File: src/rtl/noc_push_arbiter.sv
// -----------------------------------------------------------------------------
// noc_push_arbiter
//
// Shares one NoC-bound push channel between NUM_REQ CPU-side valid/ready
// streams. Arbitration is round-robin starting after the last requester served.
// A grant lasts at most MAX_BURST accepted beats. Every output beat is tagged
// with the index of the requester that produced it.
//
// Handshake rules, which apply to both sides: a beat moves on a clock edge
// where valid and ready are both high. A source holds valid and data stable
// until that edge. Ready is allowed to depend on valid. Valid must never
// depend on ready.
//
// Ports:
//   clk      - single clock, all logic on posedge
//   rst      - synchronous, active-high reset
//   req_vld  - per-requester valid
//   req_rdy  - per-requester ready (at most one bit high; combinational)
//   req_data - requester i payload at [i*DATA_WIDTH +: DATA_WIDTH]
//   out_vld  - registered output valid
//   out_rdy  - downstream ready
//   out_data - registered output payload
//   out_src  - registered source index of out_data
//   busy     - high while the FSM is in GRANT (this is the FSM state bit)
// -----------------------------------------------------------------------------
module noc_push_arbiter #(
  parameter int  NUM_REQ    = 4,
  parameter int  DATA_WIDTH = 64,
  parameter int  MAX_BURST  = 4,
  localparam int SRC_W      = ($clog2(NUM_REQ) > 1) ? $clog2(NUM_REQ) : 1
) (
  input  logic                          clk,
  input  logic                          rst,
  input  logic [NUM_REQ-1:0]            req_vld,
  output logic [NUM_REQ-1:0]            req_rdy,
  input  logic [NUM_REQ*DATA_WIDTH-1:0] req_data,
  output logic                          out_vld,
  input  logic                          out_rdy,
  output logic [DATA_WIDTH-1:0]         out_data,
  output logic [SRC_W-1:0]              out_src,
  output logic                          busy
);

  localparam int               CNT_W    = $clog2(MAX_BURST + 1);
  localparam logic [CNT_W-1:0] LAST_CNT = CNT_W'(MAX_BURST - 1);

  typedef enum logic {
    ST_IDLE  = 1'b0,
    ST_GRANT = 1'b1
  } state_t;

  state_t                r_state;
  logic [SRC_W-1:0]      r_grant;
  logic [SRC_W-1:0]      r_last_grant;
  logic [CNT_W-1:0]      r_burst_cnt;
  logic                  r_out_vld;
  logic [DATA_WIDTH-1:0] r_out_data;
  logic [SRC_W-1:0]      r_out_src;

  state_t                w_state_nxt;
  logic [SRC_W-1:0]      w_grant_nxt;
  logic [SRC_W-1:0]      w_last_nxt;
  logic [CNT_W-1:0]      w_cnt_nxt;

  logic                  w_slot_free;
  logic                  w_grant_vld;
  logic                  w_accept;
  logic [DATA_WIDTH-1:0] w_grant_data;
  logic                  w_pick_vld;
  logic [SRC_W-1:0]      w_pick;
  logic [SRC_W-1:0]      w_cand;

  logic [DATA_WIDTH-1:0] w_req_data [NUM_REQ];

  for (genvar g = 0; g < NUM_REQ; g++) begin : g_unpack
    assign w_req_data[g] = req_data[g*DATA_WIDTH +: DATA_WIDTH];
  end

  // Handshake with the granted requester. The output slot can take a new
  // beat when it is empty or is being drained in this same cycle.
  always_comb begin
    w_slot_free  = !r_out_vld || out_rdy;
    w_grant_vld  = req_vld[r_grant];
    w_grant_data = w_req_data[r_grant];
    w_accept     = (r_state == ST_GRANT) && w_slot_free && w_grant_vld;
    req_rdy      = '0;
    if ((r_state == ST_GRANT) && w_slot_free) begin
      req_rdy[r_grant] = 1'b1;
    end
  end

  // Round-robin pick. Walk the offsets from farthest to nearest so that the
  // last hit is the first valid requester after r_last_grant.
  always_comb begin
    w_pick_vld = 1'b0;
    w_pick     = '0;
    w_cand     = '0;
    for (int k = NUM_REQ; k >= 1; k--) begin
      w_cand = SRC_W'((int'(r_last_grant) + k) % NUM_REQ);
      if (req_vld[w_cand]) begin
        w_pick_vld = 1'b1;
        w_pick     = w_cand;
      end
    end
  end

  // Next-state logic.
  always_comb begin
    w_state_nxt = r_state;
    w_grant_nxt = r_grant;
    w_last_nxt  = r_last_grant;
    w_cnt_nxt   = r_burst_cnt;
    case (r_state)
      ST_IDLE: begin
        if (w_pick_vld) begin
          w_state_nxt = ST_GRANT;
          w_grant_nxt = w_pick;
          w_cnt_nxt   = '0;
        end
      end
      ST_GRANT: begin
        if (w_accept) begin
          w_cnt_nxt = r_burst_cnt + 1'b1;
        end
        // A grant ends when the burst limit is reached, or when the slot
        // could take a beat but the owner has none. Backpressure alone never
        // ends a grant.
        if ((w_accept && (r_burst_cnt == LAST_CNT)) ||
            (w_slot_free && !w_grant_vld)) begin
          w_state_nxt = ST_IDLE;
          w_last_nxt  = r_grant;
        end
      end
      default: begin
        w_state_nxt = ST_IDLE;
      end
    endcase
  end

  always_ff @(posedge clk) begin
    if (rst) begin
      r_state      <= ST_IDLE;
      r_grant      <= '0;
      r_last_grant <= SRC_W'(NUM_REQ - 1);
      r_burst_cnt  <= '0;
      r_out_vld    <= 1'b0;
      r_out_data   <= '0;
      r_out_src    <= '0;
    end else begin
      r_state      <= w_state_nxt;
      r_grant      <= w_grant_nxt;
      r_last_grant <= w_last_nxt;
      r_burst_cnt  <= w_cnt_nxt;
      // A drain and a refill in the same cycle leave no bubble.
      if (w_accept) begin
        r_out_vld  <= 1'b1;
        r_out_data <= w_grant_data;
        r_out_src  <= r_grant;
      end else if (out_rdy) begin
        r_out_vld  <= 1'b0;
      end
    end
  end

  assign out_vld  = r_out_vld;
  assign out_data = r_out_data;
  assign out_src  = r_out_src;
  assign busy     = (r_state == ST_GRANT);

endmodule

File: config.mk
export PLATFORM = sky130hd
export DESIGN_NAME = noc_push_arbiter
export DESIGN_NICKNAME = d
export VERILOG_FILES = /design/src/rtl/noc_push_arbiter.sv
export SDC_FILE = /design/constraint.sdc
export NUM_CORES = 1
export LEC_CHECK = 0
export ABC_AREA = 1
export ABC_CLOCK_PERIOD_IN_PS = 1600
export CORE_AREA = 4 4 128 130
export DETAILED_ROUTE_END_ITERATION = 10
export DIE_AREA = 0 0 132 134
export GPL_TIMING_DRIVEN = 0
export HOLD_SLACK_MARGIN = 0.02
export PLACE_DENSITY = 0.73
export SYNTH_ARGS = -nofsm -noshare
export SYNTH_HDL_FRONTEND = slang
export SYNTH_SLANG_ARGS = --single-unit
File: constraint.sdc
create_clock -name clk -period 1.6 [get_ports clk]
set_clock_uncertainty 0.05 [all_clocks]
set_input_delay 0.32 -clock clk [delete_from_list [all_inputs] [get_ports clk]]
set_output_delay 0.32 -clock clk [all_outputs]
set_load 0.005 [all_outputs]
Word-level counts from Yosys, hierarchy flattened
Index checks and enable logic that the tools add are counted.

Flip-flop bits (word level): 75.

Mux-type cells: 32. $add $sub $neg: 5. Bitwise operators: 2. Equal/unequal tests: 3. Reductions and logical operators: 13. $lt $le $gt $ge: 7.

Operator list (number): $bmux W64 S2 (1); $mux W64 (2); $lt A2 B3 Y1 const B (5); $mux W1 (14); $bmux W1 S2 (5); $mux W2 (4); $mux W3 (2); $pmux W3 S2 (1); $reduce_and A2 Y1 (3); $logic_and A1 B1 Y1 (5); $add A2 B1 Y2 const B (2); $add A2 B2 Y2 const B (2); $mux W4 (1); $add A3 B1 Y3 const B (1); $eq A3 B2 Y1 const B (1); $ge A3 B3 Y1 const B (1); $not A2 Y3 (1); $demux W1 S2 (1); $ge A2 B1 Y1 const B (1); $logic_not A1 Y1 (2); $logic_or A1 B1 Y1 (2); $ne A2 B1 Y1 const B (1); $ne A2 B2 Y1 const B (1); $pmux W1 S2 (1); other kinds (2) (2).

Logic depth before layout (Yosys ltp)
Gate-level depths: netlist (run 1).

Depth in word-level cells: 9. Mapped depth: 12. Mapped depth without buffers: 11.

Least setup slack after synthesis (run 1)
No wires, ideal clock.

Path type: register to register. From: register r_grant[1]. To: register r_out_data[57] (netlist: out_data[57]). Stages on the path, launching flop included: 11. Data required time: 1.432 ns. Library setup time: 0.118 ns. Arrival: 1.285 ns. Setup slack: 0.147 ns. Path through: dfxtp_1 > buf_2 > inv_2 > nand3_1 > o2111ai_2 > nand2_4 > inv_4 > buf_6 > buf_6 > o21ai_1 > nor2_1.

Longest elaborated chain between the ends: 4. Elaborated cells between the ends (all ways): 7. Classes of those cells: mux (5); bitwise (1); reduce/logical (1).

Ends and longest elaborated chain: start: declaration (line 53) `logic [SRC_W-1:0] r_grant;`; start signal: assignment (line 151) `r_grant <= w_grant_nxt;`; $not A2 Y3 (implied by the code) (line 84) `w_grant_data = w_req_data[r_grant];`; $bmux W64 S2 (line 84); $mux W64 (implied by the code) (2 in series) (line 84); end signal: assignment (line 157) `r_out_data <= w_grant_data;`; end: declaration (line 57) `logic [DATA_WIDTH-1:0] r_out_data;`.

Several ways; a longest one is shown, not always the timed one. The select of a mux whose other input is x is not followed. A chain may end at the register's enable or synchronous reset.

Final worst setup path (run 1)
From: register r_grant[1]. To: output req_rdy[1].

Longest elaborated chain between the ends: 5. Elaborated cells between the ends (all ways): 6. Classes of those cells: order compare (2); mux (3); reduce/logical (1).

Ends and longest elaborated chain: $lt A2 B3 Y1 (implied by the code) / $ge A2 B1 Y1 (equally long branches) (line 88) `req_rdy[r_grant] = 1'b1;`; $logic_and A1 B1 Y1 (implied by the code) (line 88); $mux W1 (implied by the code) (line 88); $demux W1 S2 (*) (line 88); $mux W4 (*) (line 87) `if ((r_state == ST_GRANT) && w_slot_free) begin`; end: declaration (line 35) `output logic [NUM_REQ-1:0] req_rdy,`.

Every way passes the cells marked *; elsewhere a longest branch is shown, timed or not.

==> results of run 1 <==
where the power goes:
part	internal, mW	switching, mW
Clock	1.04	0.804
Combinational	3.58	4.10
Sequential	2.39	0.280
Total	7.02	5.18
cell usage after synthesis (8+ instances only):
| cell | number |
|---|---|
| a21oi_1 | 134 |
| buf_1 | 8 |
| buf_2 | 21 |
| clkbuf_1 | 32 |
| dfxtp_1 | 75 |
| inv_1 | 15 |
| nand2_1 | 295 |
| nand3_1 | 10 |
| nor2_1 | 73 |
| nor3_1 | 67 |
| o21ai_0 | 52 |
| o21ai_1 | 16 |
sequential cells by signal, indices dropped and copies added, names as in the netlist:
register	flops
r_grant	2
r_last_grant	2
r_burst_cnt	3
out_vld	1
out_data	64
out_src	2
busy	1
what timing repair did:
item	CTS	global route
endpoints found under the setup margin	87	105
cloned	2	5
buffers inserted	23	9
hold buffers	0	0
pin swaps	7	7
gates resized for setup	133	180
metrics by stage:
step	worst slack [ps]	hold slack (ps)	utilization, %	cells
after global placement	-634	412	55.1	1341
after floorplan	147	339	-	819
after global routing	-202	314	64.4	1395
after CTS	-84.7	436	60.0	1381
after detailed placement	-642	424	55.1	1341
final	-108	310	64.4	1395
worst max-delay path: stages, from the launching register on:
cell and delay (ps):
dfxtp_2 320, buf_8 140, buf_8 130, buf_12 130, nor3_4 150, buf_2 130
cells in the final DEF (no fill, tap or decap), types with 2 or more instances in the layout:
master	instances
clkinv_2	3
a21oi_1	123
inv_2	4
nor3_4	8
buf_12	8
nor2_1	72
o21ai_0	22
dfxtp_1	69
clkbuf_16	13
clkbuf_1	9
dfxtp_2	5
buf_6	6
clkbuf_4	5
buf_4	37
dlygate4sd2_1	10
nand2_1	291
nand2_8	2
nand3_1	7
dlymetal6s2s_1	34
clkdlybuf4s50_1	286
nand3_2	4
o21ai_1	40
nor3_2	32
a21oi_2	11
o211ai_1	2
o21ai_2	6
nor3_1	27
buf_2	11
nand2_2	3
inv_8	2
clkbuf_8	2
inv_1	10
clkbuf_2	18
buf_8	9
ha_1	2
clkinvlp_4	2
cells by family (layout without fill, tap and decap cells):
| logic type | count (synthesis) | after routing |
|---|---|---|
| DFF | 75 | 75 |
| adders and majority gates | 2 | 2 |
| AOI/OAI and AO/OA | 207 | 207 |
| buffers and inverters | 85 | 472 |
| and+or+nand+nor | 450 | 451 |
worst paths after layout:
path                                 end                     from  slack, ps
max reg2reg  r_burst_cnt[1]$_SDFFE_PP0P_  r_grant[0]$_SDFFE_PP0P_        -70
max                           req_rdy[1]  r_grant[1]$_SDFFE_PP0P_       -110
min reg2reg      out_src[0]$_SDFFE_PP0P_  out_src[0]$_SDFFE_PP0P_        430
min          r_burst_cnt[0]$_SDFFE_PP0P_                      rst        310
final cells by class:
type	instances	area [sq um]	area share [%]
multi-input combinational	660	3270	33.6
timing repair buffer	372	3790	38.9
tap	188	235	2.41
buffer	65	588	6.03
sequential	75	1510	15.5
clock buffer	13	240	2.46
inverter	19	96.3	0.988
clock inverter	3	15.0	0.154
routing by layer:
layer	share of wire, %	vias up	wire [microns]
li1	-	3463	-
met1	39	3219	9970
met2	49	320	12500
met3	8.5	45	2170
met4	3.1	0	797
met5	0	-	0
==> run_results.csv, run 1 <==
group,metric,value,unit
sta,hold_viol,0,
logic_synthesis,synth_area_leaders,"dfxtp_1, nand2_1, a21oi_1, nor3_1, nor2_1",
logic_synthesis,ys_types,26,
sta,fin_tns_setup,-2290,ps
pwr,ir_drop,0.639,mV
global_routing,grt_max_degree,12,
setup_path,reg2reg_depth,9,
drt,vias,7047,
logic_synthesis,synth_seq_cells,75,
logic_synthesis,synth_fa_ha_area_share,0.525,%
logic_synthesis,synth_area_leader_cell,"dfxtp_1",
run,drv_cap,0,
drt,drtAntennaViolNets,0,
cells_and_area,diodes,0,
drt,wl,25400,microns
floorplanning,pin_count,335,
sta,relSlewSlack,63.8,%
logic_synthesis,yosys.area_share.simple,37.9,%
global_routing,use_met1,31.9,%
drt,wl_per_cell,18.2,microns
placed_design,post-dp-hpwl,18400,microns
logic_synthesis,ys.flop_type,"dfxtp_1",
logic_synthesis,ys_warn_count,0,
setup_path,crit_arrival,1340,ps
floorplanning,die_h,134,microns
logic_synthesis,synth_area_per_cell,5.82,sq um
setup_path,cp-end-kind,"output pin",
min_path,hold_depth,2,
global_routing,grt_pass1_vias,6747,
cts,ctsLongestPathBuffers,2,
floorplanning,num_rows,45,
global_routing,gr-usage-met2,46.4,%
floorplanning,initial_core_util,31.5,%
floorplanning,core_area,15100,sq um
cts,cts.sinks,75,
placed_design,gp_congestion,0.915,
run_status,status,"finished with violations",
cts,path_clk_slew,50,ps
sta,setup_ws,-108,ps
cells_and_area,area_growth,105,%
logic_synthesis,synthXorXnorAreaFrac,0,%
logic_synthesis,syn_area,4770,sq um
cells_and_area,fin_nets,1467,
drt,drt_pass1_iterations,6,
sta,rsz0062_at_grt,"yes",
placed_design,portBuffers,334,
logic_synthesis,syn_nets,1084,
logic_synthesis,synth_top_area_share,31.5,%
global_routing,met3_usage,8.06,%
cells_and_area,num-fill-cells,1358,
global_routing,grt-ovfl-total,0,
logic_synthesis,synth-edff-count,0,
cells_and_area,layout-drive-gt1-share,16.4,%
cts,cts_root_buf,"clkbuf_16",
cts,cts_buffers,9,
sta,layout_min_cycle_time,1710,ps
logic_synthesis,synth_cells,819,
floorplanning,die_w,132,microns
floorplanning,die_area,17700,sq um
sta,worst_slew_pin_slew,544,ps
cts,htree_levels,3,
logic_synthesis,async_flop_share,0,%
logic_synthesis,muxShareOfSynthArea,0,%
global_routing,track_usage,27.1,%
placed_design,placed_area,8340,sq um
setup_path,worstPathRequired,1230,ps
logic_synthesis,yosysSeqAreaShare,31.5,%
pwr,p_per_area,1250,nW/um^2
global_routing,busiest_layer,"met2",
pwr,fin_total_pwr,12.2,mW
sta,fin_crit_sh,107,%
logic_synthesis,synth_top_family_by_area,"simple AND/OR/NAND/NOR gates",
setup_path,criticalPathCategory,"reg2out",
sta,fmax,586,MHz
logic_synthesis,synth-compound-area-share,22.1,%
setup_path,worstPathMaxFanout,8,
setup_path,setup.worst_path.start_class,"flop",
drt,drc_errors,0,
min_path,hold_path.class,"in2reg",
cts,clk_latency,340,ps
cells_and_area,postLayoutCellArea,9750,sq um
sta,final_max_slew_viol_count,0,
run_status,failed_checks,"negative setup slack",
drt,via_per_inst,5.05,
sta,setup_viol,53,
cts,cts_tree,"built",
drt,drtIter0Drc,348,
pwr,cellLeakagePower,4.66,nW
global_routing,antenna_found_initial,0,
global_routing,grt_first_pass_wirelength,37400,microns
Note: power is estimated with default switching activity, not from simulation.
==> inputs of run 2 (changes only) <==
--- a/config.mk
+++ b/config.mk
@@ -13,6 +13,7 @@
 export GPL_TIMING_DRIVEN = 0
 export HOLD_SLACK_MARGIN = 0.02
 export PLACE_DENSITY = 0.73
+export REMOVE_ABC_BUFFERS = 1
 export SYNTH_ARGS = -nofsm -noshare
 export SYNTH_HDL_FRONTEND = slang
 export SYNTH_SLANG_ARGS = --single-unit
==> run_results.csv, run 2 (synthesis gave the netlist of run 1 again) <==
group,metric,value,unit
run_status,status,"finished with violations",
run_status,failed_checks,"negative setup slack",
cells_and_area,final_cell_mix,"nand2_1, clkdlybuf4s50_1, a21oi_1",
placed_design,gp_congestion,0.857,
cells_and_area,fin_nets,1429,
setup_path,cp-end-kind,"flop",
cts,cts.sinks,75,
global_routing,grt-ovfl-total,0,
cts,cts_root_buf,"clkbuf_16",
floorplanning,num_rows,45,
drt,vias,7098,
global_routing,antenna_found_initial,0,
cts,clk_latency,340,ps
setup_path,criticalPathCategory,"reg2reg",
floorplanning,die_h,134,microns
cells_and_area,num-fill-cells,1291,
sta,setup_viol,74,
global_routing,grt_pass1_vias,6657,
setup_path,crit_arrival,1950,ps
cells_and_area,finish.utilization,65.5,%
cells_and_area,diodes,0,
drt,drt_pass1_iterations,5,
floorplanning,core_area,15100,sq um
setup_path,ff2ff_setup_slack,-170,ps
cells_and_area,layout-drive-gt1-share,14.3,%
sta,hold_viol,0,
cells_and_area,postLayoutCellArea,9930,sq um
cts,ctsLongestPathBuffers,2,
cts,path_clk_slew,60,ps
sta,setup_ws,-167,ps
drt,drtIter0Drc,455,
sta,rsz0062_at_grt,"yes",
sta,fin_crit_sh,110,%
placed_design,dp_cells,1278,
cts,htree_levels,3,
global_routing,grt_first_pass_wirelength,39200,microns
cts,cts_buffers,9,
cells_and_area,final_common_cell,"nand2_1",
cells_and_area,finalNonFillerCells,1357,
global_routing,track_usage,28.9,%
sta,layout_min_cycle_time,1770,ps
floorplanning,die_w,132,microns
floorplanning,pin_count,335,
drt,via_per_inst,5.23,
cells_and_area,largest_register_ffs,64,
sta,whs,310,ps
cells_and_area,area_growth,108,%
floorplanning,die_area,17700,sq um
run,drv_cap,0,
floorplanning,initial_core_util,31.5,%
drt,drc_errors,0,
global_routing,grt_max_degree,69,
cts,cts_tree,"built",
pwr,ir_drop,0.830,mV
min_path,holdPathEnd,"out_vld$_SDFFE_PP0P_",
drt,drtAntennaViolNets,0,
sta,worst_slew_pin_slew,379,ps
setup_path,worstPathRequired,1780,ps
setup_path,r2r-end,"out_data[27]$_SDFFE_PP0P_",
drt,wl,28700,microns
setup_path,setup.worst_path.start_class,"flop",
min_path,hold_depth,4,
placed_design,post-dp-hpwl,14000,microns
pwr,p_per_area,1360,nW/um^2
sta,relSlewSlack,74.7,%
sta,final_max_slew_viol_count,0,
setup_path,reg2reg_depth,10,
sta,fmax,566,MHz
min_path,min_from,"out_rdy",
pwr,cellLeakagePower,4.87,nW
setup_path,r2r_start,"r_grant[0]$_SDFFE_PP0P_",
min_path,hold_path.class,"in2reg",
placed_design,portBuffers,334,
placed_design,pre_cts_slack,-2510,ps
placed_design,placed_area,8130,sq um
setup_path,worstPathMaxFanout,17,
drt,wl_per_cell,21.1,microns
run 2: worst max path at each step:
stage                       startpoint                     endpoint  slack (ps)  depth (start not counted)
6_report       r_grant[0]$_SDFFE_PP0P_    out_data[27]$_SDFFE_PP0P_        -170                         10
5_1_grt        r_grant[0]$_SDFFE_PP0P_    out_data[17]$_SDFFE_PP0P_        -210                         10
3_5_place_dp   r_grant[1]$_SDFFE_PP0P_    out_data[32]$_SDFFE_PP0P_       -2510                          7
4_1_cts        r_grant[0]$_SDFFE_PP0P_  r_burst_cnt[2]$_SDFFE_PP0P_         -50                          8
2_1_floorplan  r_grant[0]$_SDFFE_PP0P_     out_data[0]$_SDFFE_PP0P_       -3970                          7
3_3_place_gp   r_grant[0]$_SDFFE_PP0P_    out_data[31]$_SDFFE_PP0P_       -7720                          7
run 2: worst max-delay path, stage by stage, from the launching register on:
cell	delay [ps]
dfxtp_4	370
buf_12	130
buf_12	130
nand3_4	90
o2111ai_4	140
buf_12	160
nand2_8	70
buf_12	180
clkinv_16	120
o21ai_1	140
nor2_1	50
run 2: timing repair:
| action | 4_1_cts | 5_1_grt |
|---|---|---|
| gates resized for setup | 131 | 125 |
| buffers inserted | 34 | 9 |
| pin swaps | 7 | 4 |
| endpoints found under the setup margin | 87 | 116 |
| gates cloned | 14 | 6 |
| endpoints found under the hold margin | 0 | 0 |
| hold buffers | 0 | 0 |
run 2: metrics by stage:
| stage | setup TNS (ps) | total power, mW |
|---|---|---|
| CTS | -930 | 12.7 |
| global placement | -577460 | 7.02 |
| global route | -12500 | 14.2 |
| detailed placement | -178880 | 8.21 |
| floorplan | -295200 | 5.57 |
| finish | -8590 | 13.5 |
run 2: final cells by class:
| class | instances | area (sq um) | share of cell area, % |
|---|---|---|---|
| clock inverters | 4 | 70.1 | 0.706 |
| well taps | 188 | 235 | 2.37 |
| multi-input cells | 664 | 3380 | 34.0 |
| inverters | 19 | 139 | 1.40 |
| repair inverters | 9 | 114 | 1.15 |
| repair buffers | 386 | 4210 | 42.4 |
| flip-flops and latches | 75 | 1520 | 15.3 |
| clock buffers | 12 | 268 | 2.70 |
run 2: routing by layer:
metal  global-route usage [%]  share of wire [%]  vias to the layer above
met5                        0                  0                        -
met4                     11.9                4.2                        0
met3                     8.89                8.7                       84
met2                     49.5                 48                      364
met1                     33.5                 39                     3261
li1                         -                  -                     3389
run 2: power breakdown:
group	total, mW	switching [mW]	internal (mW)
sequential	2.73	0.333	2.39
clock	2.33	0.831	1.50
combinational	8.41	4.73	3.69
total	13.5	5.89	7.58
==> inputs of run 3 (changes only) <==
--- a/config.mk
+++ b/config.mk
@@ -7,12 +7,14 @@
 export LEC_CHECK = 0
 export ABC_AREA = 1
 export ABC_CLOCK_PERIOD_IN_PS = 1600
-export CORE_AREA = 4 4 128 130
+export CELL_PAD_IN_SITES_DETAIL_PLACEMENT = 1
+export CELL_PAD_IN_SITES_GLOBAL_PLACEMENT = 1
+export CORE_MARGIN = 4
+export CORE_UTILIZATION = 22
 export DETAILED_ROUTE_END_ITERATION = 10
-export DIE_AREA = 0 0 132 134
 export GPL_TIMING_DRIVEN = 0
 export HOLD_SLACK_MARGIN = 0.02
-export PLACE_DENSITY = 0.73
+export PLACE_DENSITY_LB_ADDON = 0.1
 export REMOVE_ABC_BUFFERS = 1
 export SYNTH_ARGS = -nofsm -noshare
 export SYNTH_HDL_FRONTEND = slang
==> run_results.csv, run 3 (synthesis gave the netlist of run 1 again) <==
group,metric,value,unit
setup_path,crit_arrival,1910,ps
placed_design,post-dp-hpwl,16700,microns
cts,clk_latency,340,ps
cts,cts_tree,"built",
run_status,failed_checks,"negative setup slack",
drt,drt_pass1_iterations,4,
pwr,switching_share,43.9,%
pwr,ir_drop,0.636,mV
cts,cts.sinks,75,
setup_path,worstPathMaxFanout,17,
sta,fmax,580,MHz
floorplanning,core_area,21200,sq um
cells_and_area,finish.utilization,46.5,%
pwr,switchingPower,5.85,mW
cts,ctsLongestPathBuffers,2,
floorplanning,die_area,24100,sq um
sta,setup_viol,71,
global_routing,grt_pass1_vias,7229,
sta,relSlewSlack,70.7,%
sta,worst_slew_pin_slew,439,ps
pwr,internal_power,7.47,mW
setup_path,setup.worst_path.start_class,"flop",
sta,rsz0062_at_grt,"yes",
pwr,p_per_area,1350,nW/um^2
sta,setup_ws,-124,ps
global_routing,grt-ovfl-total,0,
pwr,cellLeakagePower,4.71,nW
cells_and_area,num-fill-cells,2604,
cells_and_area,final_common_cell,"nand2_1",
cells_and_area,fin_nets,1420,
floorplanning,die_w,155,microns
cts,cts_buffers,9,
cells_and_area,layout-drive-gt1-share,14.0,%
pwr,seq_power_share,20.5,%
drt,via_per_inst,4.83,
cts,cts_root_buf,"clkbuf_16",
pwr,power_frac_comb,61.4,%
cells_and_area,area_growth,107,%
sta,final_max_slew_viol_count,0,
min_path,hold_path.class,"in2reg",
sta,hold_viol,0,
floorplanning,pin_count,335,
floorplanning,initial_core_util,22.5,%
drt,wl,31200,microns
drt,drc_errors,0,
global_routing,grt_max_degree,79,
floorplanning,die_h,155,microns
drt,wl_per_cell,21.7,microns
sta,fin_crit_sh,108,%
setup_path,worstPathRequired,1780,ps
drt,drtIter0Drc,254,
pwr,fin_total_pwr,13.3,mW
global_routing,antenna_found_initial,3,
sta,layout_min_cycle_time,1720,ps
global_routing,grt_first_pass_wirelength,44900,microns
placed_design,gp_congestion,0.782,
cts,htree_levels,3,
cells_and_area,largest_register_ffs,64,
run,drv_cap,0,
drt,drtAntennaViolNets,0,
placed_design,portBuffers,334,
drt,vias,6942,
cts,path_clk_slew,60,ps
cells_and_area,final_cell_mix,"nand2_1, clkdlybuf4s50_1, a21oi_1",
run_status,status,"finished with violations",
pwr,clkPwrFrac,18.1,%
setup_path,criticalPathCategory,"reg2reg",
setup_path,cp-end-kind,"flop",
floorplanning,num_rows,53,
global_routing,track_usage,24.7,%
run 3: cell types whose count changed in the layout (fill, tap and decap cells not counted), moves of 6 or more:
cell	change
clkdlybuf4s50_1	-8
nor3_2	-6
nor3_4	-6
dlygate4sd2_1	+15
o21ai_1	-9
o21ai_2	+9
dlymetal6s2s_1	-7
nor3_1	+12
run 3: layer usage:
layer  GRT usage (%)  part of all wire, %  wire length (microns)
met1            30.0                   42                  13100
met2            42.6                   49                  15200
met3            7.09                  7.3                   2280
met4            7.17                  2.2                    675
met5               0                0.096                     30
run 3: what timing repair did:
item,CTS,global route
setup endpoints to repair,101,106
resized for setup,144,113
cloned,17,2
hold buffers,0,0
setup buffers,31,4
pin swaps,6,8
run 3: power by group through the flow:
stage | registers, mW | clock network (mW) | logic, mW
finish | 2.73 | 2.41 | 8.18
detailed placement | 2.90 | 0 | 5.61
global placement | 2.90 | 0 | 4.10
CTS | 2.70 | 2.46 | 8.04
global route | 2.80 | 2.55 | 8.90
floorplan | 3.02 | 0 | 2.55
run 3: final timing paths:
check / start / endpoint / slack [ps] / depth (start not counted)
worst max-delay path: r_grant[1]$_SDFFE_PP0P_ / out_data[15]$_SDFFE_PP0P_ / -120 / 10
worst max register to register: r_grant[1]$_SDFFE_PP0P_ / out_data[15]$_SDFFE_PP0P_ / -120 / 10
worst min register to register: out_src[1]$_SDFFE_PP0P_ / out_src[1]$_SDFFE_PP0P_ / 430 / 2
worst min-delay path: rst / r_grant[0]$_SDFFE_PP0P_ / 360 / 2
run 3: area by class of cell:
type / instances / area [sq um] / share of cell area (%)
Timing Repair Buffer: 379 / 4090 / 41.5
Tap cell: 275 / 344 / 3.49
Sequential cell: 75 / 1520 / 15.4
Multi-Input combinational cell: 665 / 3340 / 34.0
Timing Repair inverter: 6 / 71.3 / 0.724
Clock buffer: 11 / 243 / 2.47
Clock inverter: 5 / 100 / 1.02
Antenna cell: 1 / 2.50 / 0.0254
Inverter: 19 / 139 / 1.41
run 3: stage by stage:
step | std cells | setup WS [ps] | hold WS (ps) | TNS, ps | area, sq um
final | 1436 | -124 | 358 | -4970 | 9850
after global routing | 1436 | -180 | 376 | -9730 | 9850
after CTS | 1430 | -76.8 | 433 | -3150 | 9530
after detailed placement | 1366 | -2180 | 427 | -155230 | 8270
after global placement | 1362 | -8610 | 413 | -644580 | 8150
after floorplan | 753 | -3970 | 339 | -295200 | 4460
run 3: critical path, cell delays in order, from the launching register on:
cell and delay, ps:
dfxtp_4 390, buf_16 130, inv_16 40, nand3_4 70, o2111ai_4 130, buf_12 170, nand2_8 90, buf_12 180
clkinv_16 120, o21ai_0 160, nor2_1 60
